### config.mk
export PLATFORM = sky130hd
export DESIGN_NAME = mips_trace_capture
export DESIGN_NICKNAME = d
export VERILOG_FILES = /design/src/rtl/mips_dbg_pkg.sv /design/src/rtl/mips_trace_capture_ram.sv /design/src/rtl/mips_trace_capture.sv
export SDC_FILE = /design/constraint.sdc
export NUM_CORES = 1
export LEC_CHECK = 0
export BUFFER_PORTS_ARGS = -buffer_cell sky130_fd_sc_hd__buf_2
export CORE_MARGIN = 4
export CORE_UTILIZATION = 65
export CTS_CLUSTER_DIAMETER = 40
export CTS_CLUSTER_SIZE = 14
export DETAILED_ROUTE_END_ITERATION = 16
export PLACE_DENSITY_LB_ADDON = 0.05
export SKIP_CTS_REPAIR_TIMING = 1
export SYNTH_ARGS = -nofsm -noshare
export SYNTH_HDL_FRONTEND = slang
export SYNTH_SLANG_ARGS = --single-unit
### constraint.sdc
create_clock -name CLK -period 18.01 [get_ports CLK]
set_clock_uncertainty 0.15 [all_clocks]
set_input_delay 0.9005 -clock CLK [delete_from_list [all_inputs] [get_ports CLK]]
set_output_delay 0.9005 -clock CLK [all_outputs]
set_load 0.01 [all_outputs]
### src/rtl/mips_dbg_pkg.sv
// Shared definitions for the MIPS trace capture block: capture state encoding
// and the width of one stored trace entry.
package mips_dbg_pkg;

  typedef enum logic [1:0] {
    ST_IDLE = 2'd0,
    ST_PRE  = 2'd1,
    ST_POST = 2'd2,
    ST_DONE = 2'd3
  } cap_state_t;

  // One entry holds an ALUresult/WriteDataMem pair.
  function automatic int trace_entry_w(input int data_w);
    return 2 * data_w;
  endfunction

endpackage

### src/rtl/mips_trace_capture_ram.sv
// Trace storage: DEPTH x WIDTH array with one write port and an enabled,
// registered read port. Contents are deliberately not reset.
module trace_ram #(
  parameter int DEPTH = 16,
  parameter int WIDTH = 64
) (
  input  logic                     clk,
  input  logic                     we,
  input  logic [$clog2(DEPTH)-1:0] waddr,
  input  logic [WIDTH-1:0]         wdata,
  input  logic                     re,
  input  logic [$clog2(DEPTH)-1:0] raddr,
  output logic [WIDTH-1:0]         rdata
);

  logic [WIDTH-1:0] mem [DEPTH];

  always_ff @(posedge clk) begin
    if (we) begin
      mem[waddr] <= wdata;
    end
    if (re) begin
      rdata <= mem[raddr];
    end
  end

endmodule

### src/rtl/mips_trace_capture.sv
// On-chip trace buffer for the single-cycle MIPS core: captures ALUresult /
// WriteDataMem pairs until a value match (plus post window) or a cycle limit.
module mips_trace_capture
  import mips_dbg_pkg::*;
#(
  parameter int DATA_W      = 32,
  parameter int DEPTH       = 16,
  parameter int POST_TRIG   = 8,
  parameter int CYCLE_LIMIT = 20,
  parameter int CNT_W       = 16
) (
  input  logic                       CLK,
  input  logic                       reset,
  input  logic [DATA_W-1:0]          ALUresult,
  input  logic [DATA_W-1:0]          WriteDataMem,
  input  logic                       arm,
  input  logic                       trig_en,
  input  logic [DATA_W-1:0]          trig_value,
  input  logic                       rd_en,
  input  logic [$clog2(DEPTH)-1:0]   rd_addr,
  output logic [DATA_W-1:0]          rd_alu,
  output logic [DATA_W-1:0]          rd_wdm,
  output logic [1:0]                 state,
  output logic                       triggered,
  output logic                       timeout,
  output logic [$clog2(DEPTH):0]     valid_count,
  output logic [CNT_W-1:0]           cycle_count
);

  localparam int AW      = $clog2(DEPTH);
  localparam int VW      = AW + 1;
  localparam int ENTRY_W = trace_entry_w(DATA_W);

  cap_state_t          st;
  logic [AW-1:0]       wr_ptr;
  logic [AW-1:0]       post_cnt;
  logic                rd_loaded;
  logic                capturing;
  logic                match;
  logic                limit_hit;
  logic                rd_fire;
  logic [AW-1:0]       oldest;
  logic [AW-1:0]       rd_idx;
  logic [ENTRY_W-1:0]  rd_q;

  assign capturing = (st == ST_PRE) || (st == ST_POST);
  assign match     = trig_en && (ALUresult == trig_value);
  assign limit_hit = (cycle_count == CNT_W'(CYCLE_LIMIT - 1));
  assign rd_fire   = (st == ST_DONE) && rd_en && !reset;
  // Once the buffer has wrapped, the oldest sample sits at the write pointer.
  assign oldest    = (valid_count == VW'(DEPTH)) ? wr_ptr : '0;
  assign rd_idx    = oldest + rd_addr;

  trace_ram #(
    .DEPTH (DEPTH),
    .WIDTH (ENTRY_W)
  ) u_ram (
    .clk   (CLK),
    .we    (capturing && !reset),
    .waddr (wr_ptr),
    .wdata ({ALUresult, WriteDataMem}),
    .re    (rd_fire),
    .raddr (rd_idx),
    .rdata (rd_q)
  );

  // RAM read register has no reset; rd_loaded makes the read outputs zero until first read.
  assign rd_alu = rd_loaded ? rd_q[ENTRY_W-1:DATA_W] : '0;
  assign rd_wdm = rd_loaded ? rd_q[DATA_W-1:0]       : '0;
  assign state  = st;

  always_ff @(posedge CLK) begin
    if (reset) begin
      st          <= ST_IDLE;
      wr_ptr      <= '0;
      post_cnt    <= '0;
      triggered   <= 1'b0;
      timeout     <= 1'b0;
      valid_count <= '0;
      cycle_count <= '0;
      rd_loaded   <= 1'b0;
    end else begin
      if (rd_fire) begin
        rd_loaded <= 1'b1;
      end
      case (st)
        ST_IDLE, ST_DONE: begin
          if (arm) begin
            st          <= ST_PRE;
            triggered   <= 1'b0;
            timeout     <= 1'b0;
            wr_ptr      <= '0;
            valid_count <= '0;
            cycle_count <= '0;
          end
        end
        ST_PRE, ST_POST: begin
          wr_ptr <= wr_ptr + 1'b1;
          if (valid_count != VW'(DEPTH)) begin
            valid_count <= valid_count + 1'b1;
          end
          if (cycle_count != '1) begin
            cycle_count <= cycle_count + 1'b1;
          end
          if (st == ST_PRE) begin
            // A match on the limit cycle takes priority over the timeout.
            if (match) begin
              triggered <= 1'b1;
              if (POST_TRIG == 0) begin
                st <= ST_DONE;
              end else begin
                post_cnt <= AW'(POST_TRIG);
                st       <= ST_POST;
              end
            end else if (limit_hit) begin
              timeout <= 1'b1;
              st      <= ST_DONE;
            end
          end else begin
            post_cnt <= post_cnt - 1'b1;
            if (post_cnt == AW'(1)) begin
              st <= ST_DONE;
            end
          end
        end
        default: st <= ST_IDLE;
      endcase
    end
  end

endmodule

==> flow_summary.yaml <==
critical_path:
  r2r_cells: 13
  critical_path_arrival_ns: 5.98
  start_kind: "flip-flop"
  crit_type: "reg -> reg"
  critPathMaxFanout: 145
  critPathCaptureType: "flip-flop"
  cp.required_ns: 18.26
sta:
  tns_ns: 0
  relSlewSlack_pct: 27.53
  period_share_pct: 31.82
  final-setup-viol-count: 0
  max_freq_ghz: 0.1745
  rsz0062_at_grt: "false"
  period_needed_ns: 5.732
  final_max_slew_viol_count: 0
  tightestPinTransition_ns: 1.087
  hold_viol: 0
global_route:
  grt_max_degree: 146
  antenna_found_initial: 6
  grt_overflow_total: 0
  grt_pass1_wl_um: 149100
  grt_pass1_vias: 23270
  grtUsageTotal_pct: 28.82
power_and_ir_drop:
  p_int_mw: 4.823
  ir_drop_mv: 0.09089
  p_leak_nw: 16.55
  seq_power_share_pct: 47.9
  combPwrFrac_pct: 6.1
  switching_share_pct: 21.94
  p_per_area_nw_per_um2: 122.0
  switchingPower_mw: 1.356
  pwr-share-clk_pct: 46.1
die:
  start_util_pct: 65.50
  dieArea_um2: 71770
  die_h_um: 267.9
  core_um2: 67040
  fp.dieW_um: 267.9
  fp-row-count: 95
  io_pins: 194
synth:
  yosysWarnings: 0
  synth.net_count: 2259
  postSynthAreaPerCell_um2: 20.55
  synth_cell_types: 46
  synth_area_leaders: "edfxtp_1 74%, mux4_2 13%, and2_1 1.9%, a211oi_2 1.6%, dfxtp_1 1.6%"
  synth_seq_cells: 1122
  synth_top_flop_cell: "edfxtp_1"
  ys_seq_area_share_pct: 75.96
  synth.top_cell.area_share_pct: 74.41
  synth.most_common_cell: "edfxtp_1"
  ys_top_cells_by_count: "1088 x edfxtp_1, 256 x mux4_2, 148 x nand2_1"
  async_flop_share_pct: 0
  netlist_area_um2: 43910
  yosys.area.top_type: "edfxtp_1"
  synthCells: 2137
  synth_edf_count: 1088
cts:
  path_clk_slew_ns: 0.05
  clk-insertion-delay-late_ns: 0.70
  numCtsBuffers: 139
  clkSinkCount: 1122
  cts_tree: "yes"
  htree_num_levels: 4
  cts_root_buffer: "clkbuf_16"
  clockBufferDepth: 3
layout:
  drive_gt1_share_pct: 32.07
  areaGrowthSynthToFinish_pct: 15.30
  nNetsFinal: 2512
  final_util_pct: 75.52
  fillers: 3727
run:
  drv_cap: 0
detailed_routing:
  avgRoutedWirePerCell_um: 29.69
  routed_wl_um: 100500
  firstDrtPassIters: 5
  antenna_left: 0
  drc: 0
  vias_per_cell: 6.548
  dr.first_iter.drc_count: 2436
  dr_total_vias: 22150
place:
  numPortBuffers: 193
  gp_congestion: 0.8281
  detailed_place_hpwl_um: 47910
worst_hold_path:
  whs_path_depth: 2
  worstHoldPathType: "reg -> reg"
status:
  outcome: "finished clean"
## metal layers
| layer | up-vias | routed length (µm) | GRT usage [%] |
|---|---|---|---|
| met1 | 11620 | 38990 | 41.36 |
| met3 | 153 | 9229 | 6.217 |
| li1 | 9257 | - | - |
| met4 | 2 | 2100 | 8.209 |
| met5 | - | 8 | 0 |
| met2 | 1121 | 50120 | 46.30 |
## flip-flops by register name, summed over array words and instances (netlist names), 2 cells and up
| signal | cells |
|---|---|
| u_ram.mem | 1024 |
| u_ram.rdata | 64 |
| cycle_count | 16 |
| valid_count | 5 |
| post_cnt | 4 |
| wr_ptr | 4 |
| state | 2 |
## worst paths after layout
| check | start | endpoint | slack [ns] |
|---|---|---|---|
| setup reg to reg | valid_count[0] | u_ram.rdata[57] | 12.28 |
| hold / removal | valid_count[3] | valid_count[3] | 0.37 |
| hold reg to reg | valid_count[3] | valid_count[3] | 0.37 |
| setup / recovery | valid_count[0] | u_ram.rdata[57] | 12.28 |
## worst max-delay path, stage by stage, from the launching register on
cell	delay [ns]
dfxtp_1	0.41
inv_1	0.10
ha_1	0.21
and4bb_4	0.21
inv_1	0.08
nor2_1	0.07
ha_4	0.17
fa_4	1.39
buf_4	0.88
buf_12	0.74
mux4_2	0.40
and2_1	0.17
a211oi_2	0.22
a31oi_1	0.07
## metrics by stage
step	area, µm²	hold WS [ns]	cells	worst slack, ns	total power, mW
finish	50630	0.3713	3383	12.28	6.178
global route	50620	0.3871	3381	12.03	6.377
CTS	50620	0.3645	3380	12.26	6.217
detailed placement	45790	0.3560	3122	12.28	3.384
global placement	45790	0.3337	3122	12.36	3.368
floorplan	43910	0.3201	2137	11.56	3.249
## cell usage in the layout (no fill, tap or decap), types with 9 or more instances in the layout
cell type	n
edfxtp_1	1088
mux4_2	256
buf_2	193
nand2_1	148
clkbuf_16	147
and2_1	130
a31oi_1	68
a211oi_2	56
xnor2_1	35
nor2_1	34
dfxtp_1	33
buf_4	29
inv_6	21
clkinv_2	20
clkinvlp_4	18
bufinv_16	17
inv_1	15
a21oi_1	15
ha_1	15
nor2_4	12
o21ai_0	12
nand3_1	12
nand4_1	12
clkbuf_1	12
a211oi_1	11
clkinv_4	11
xor2_1	9
## cells by family (layout without fill, tap and decap cells)
group | Yosys count | after routing | synth area share (%)
adders and majority gates | 17 | 17 | 0.5015
AOI/OAI and AO/OA | 174 | 174 | 3.303
muxes | 258 | 258 | 13.18
xor gates and xnor gates | 48 | 48 | 0.9916
other | 0 | 3 | 0
and+or+nand+nor | 389 | 389 | 4.448
DFF | 1122 | 1122 | 75.96
buffers and inverters | 129 | 499 | 1.621
## power by group through the flow
stage | combinational [mW] | sequential (mW) | clock (mW)
6_report | 0.375 | 2.96 | 2.85
5_1_grt | 0.407 | 2.96 | 3.01
4_1_cts | 0.377 | 2.96 | 2.88
3_5_place_dp | 0.373 | 3.01 | 0
3_3_place_gp | 0.363 | 3.01 | 0
2_1_floorplan | 0.236 | 3.01 | 0
## final cells by class
| class | count | area (µm²) | area share [%] |
|---|---|---|---|
| well taps | 873 | 1092 | 2.158 |
| clock buffers | 159 | 3724 | 7.355 |
| inverters | 15 | 56.30 | 0.1112 |
| flip-flops and latches | 1122 | 33350 | 65.88 |
| repair buffers | 226 | 1264 | 2.496 |
| clock inverters | 99 | 1106 | 2.185 |
| multi-input cells | 886 | 10020 | 19.80 |
| diodes | 3 | 7.507 | 0.01483 |
No activity file was read; power rests on OpenSTA's default activity.
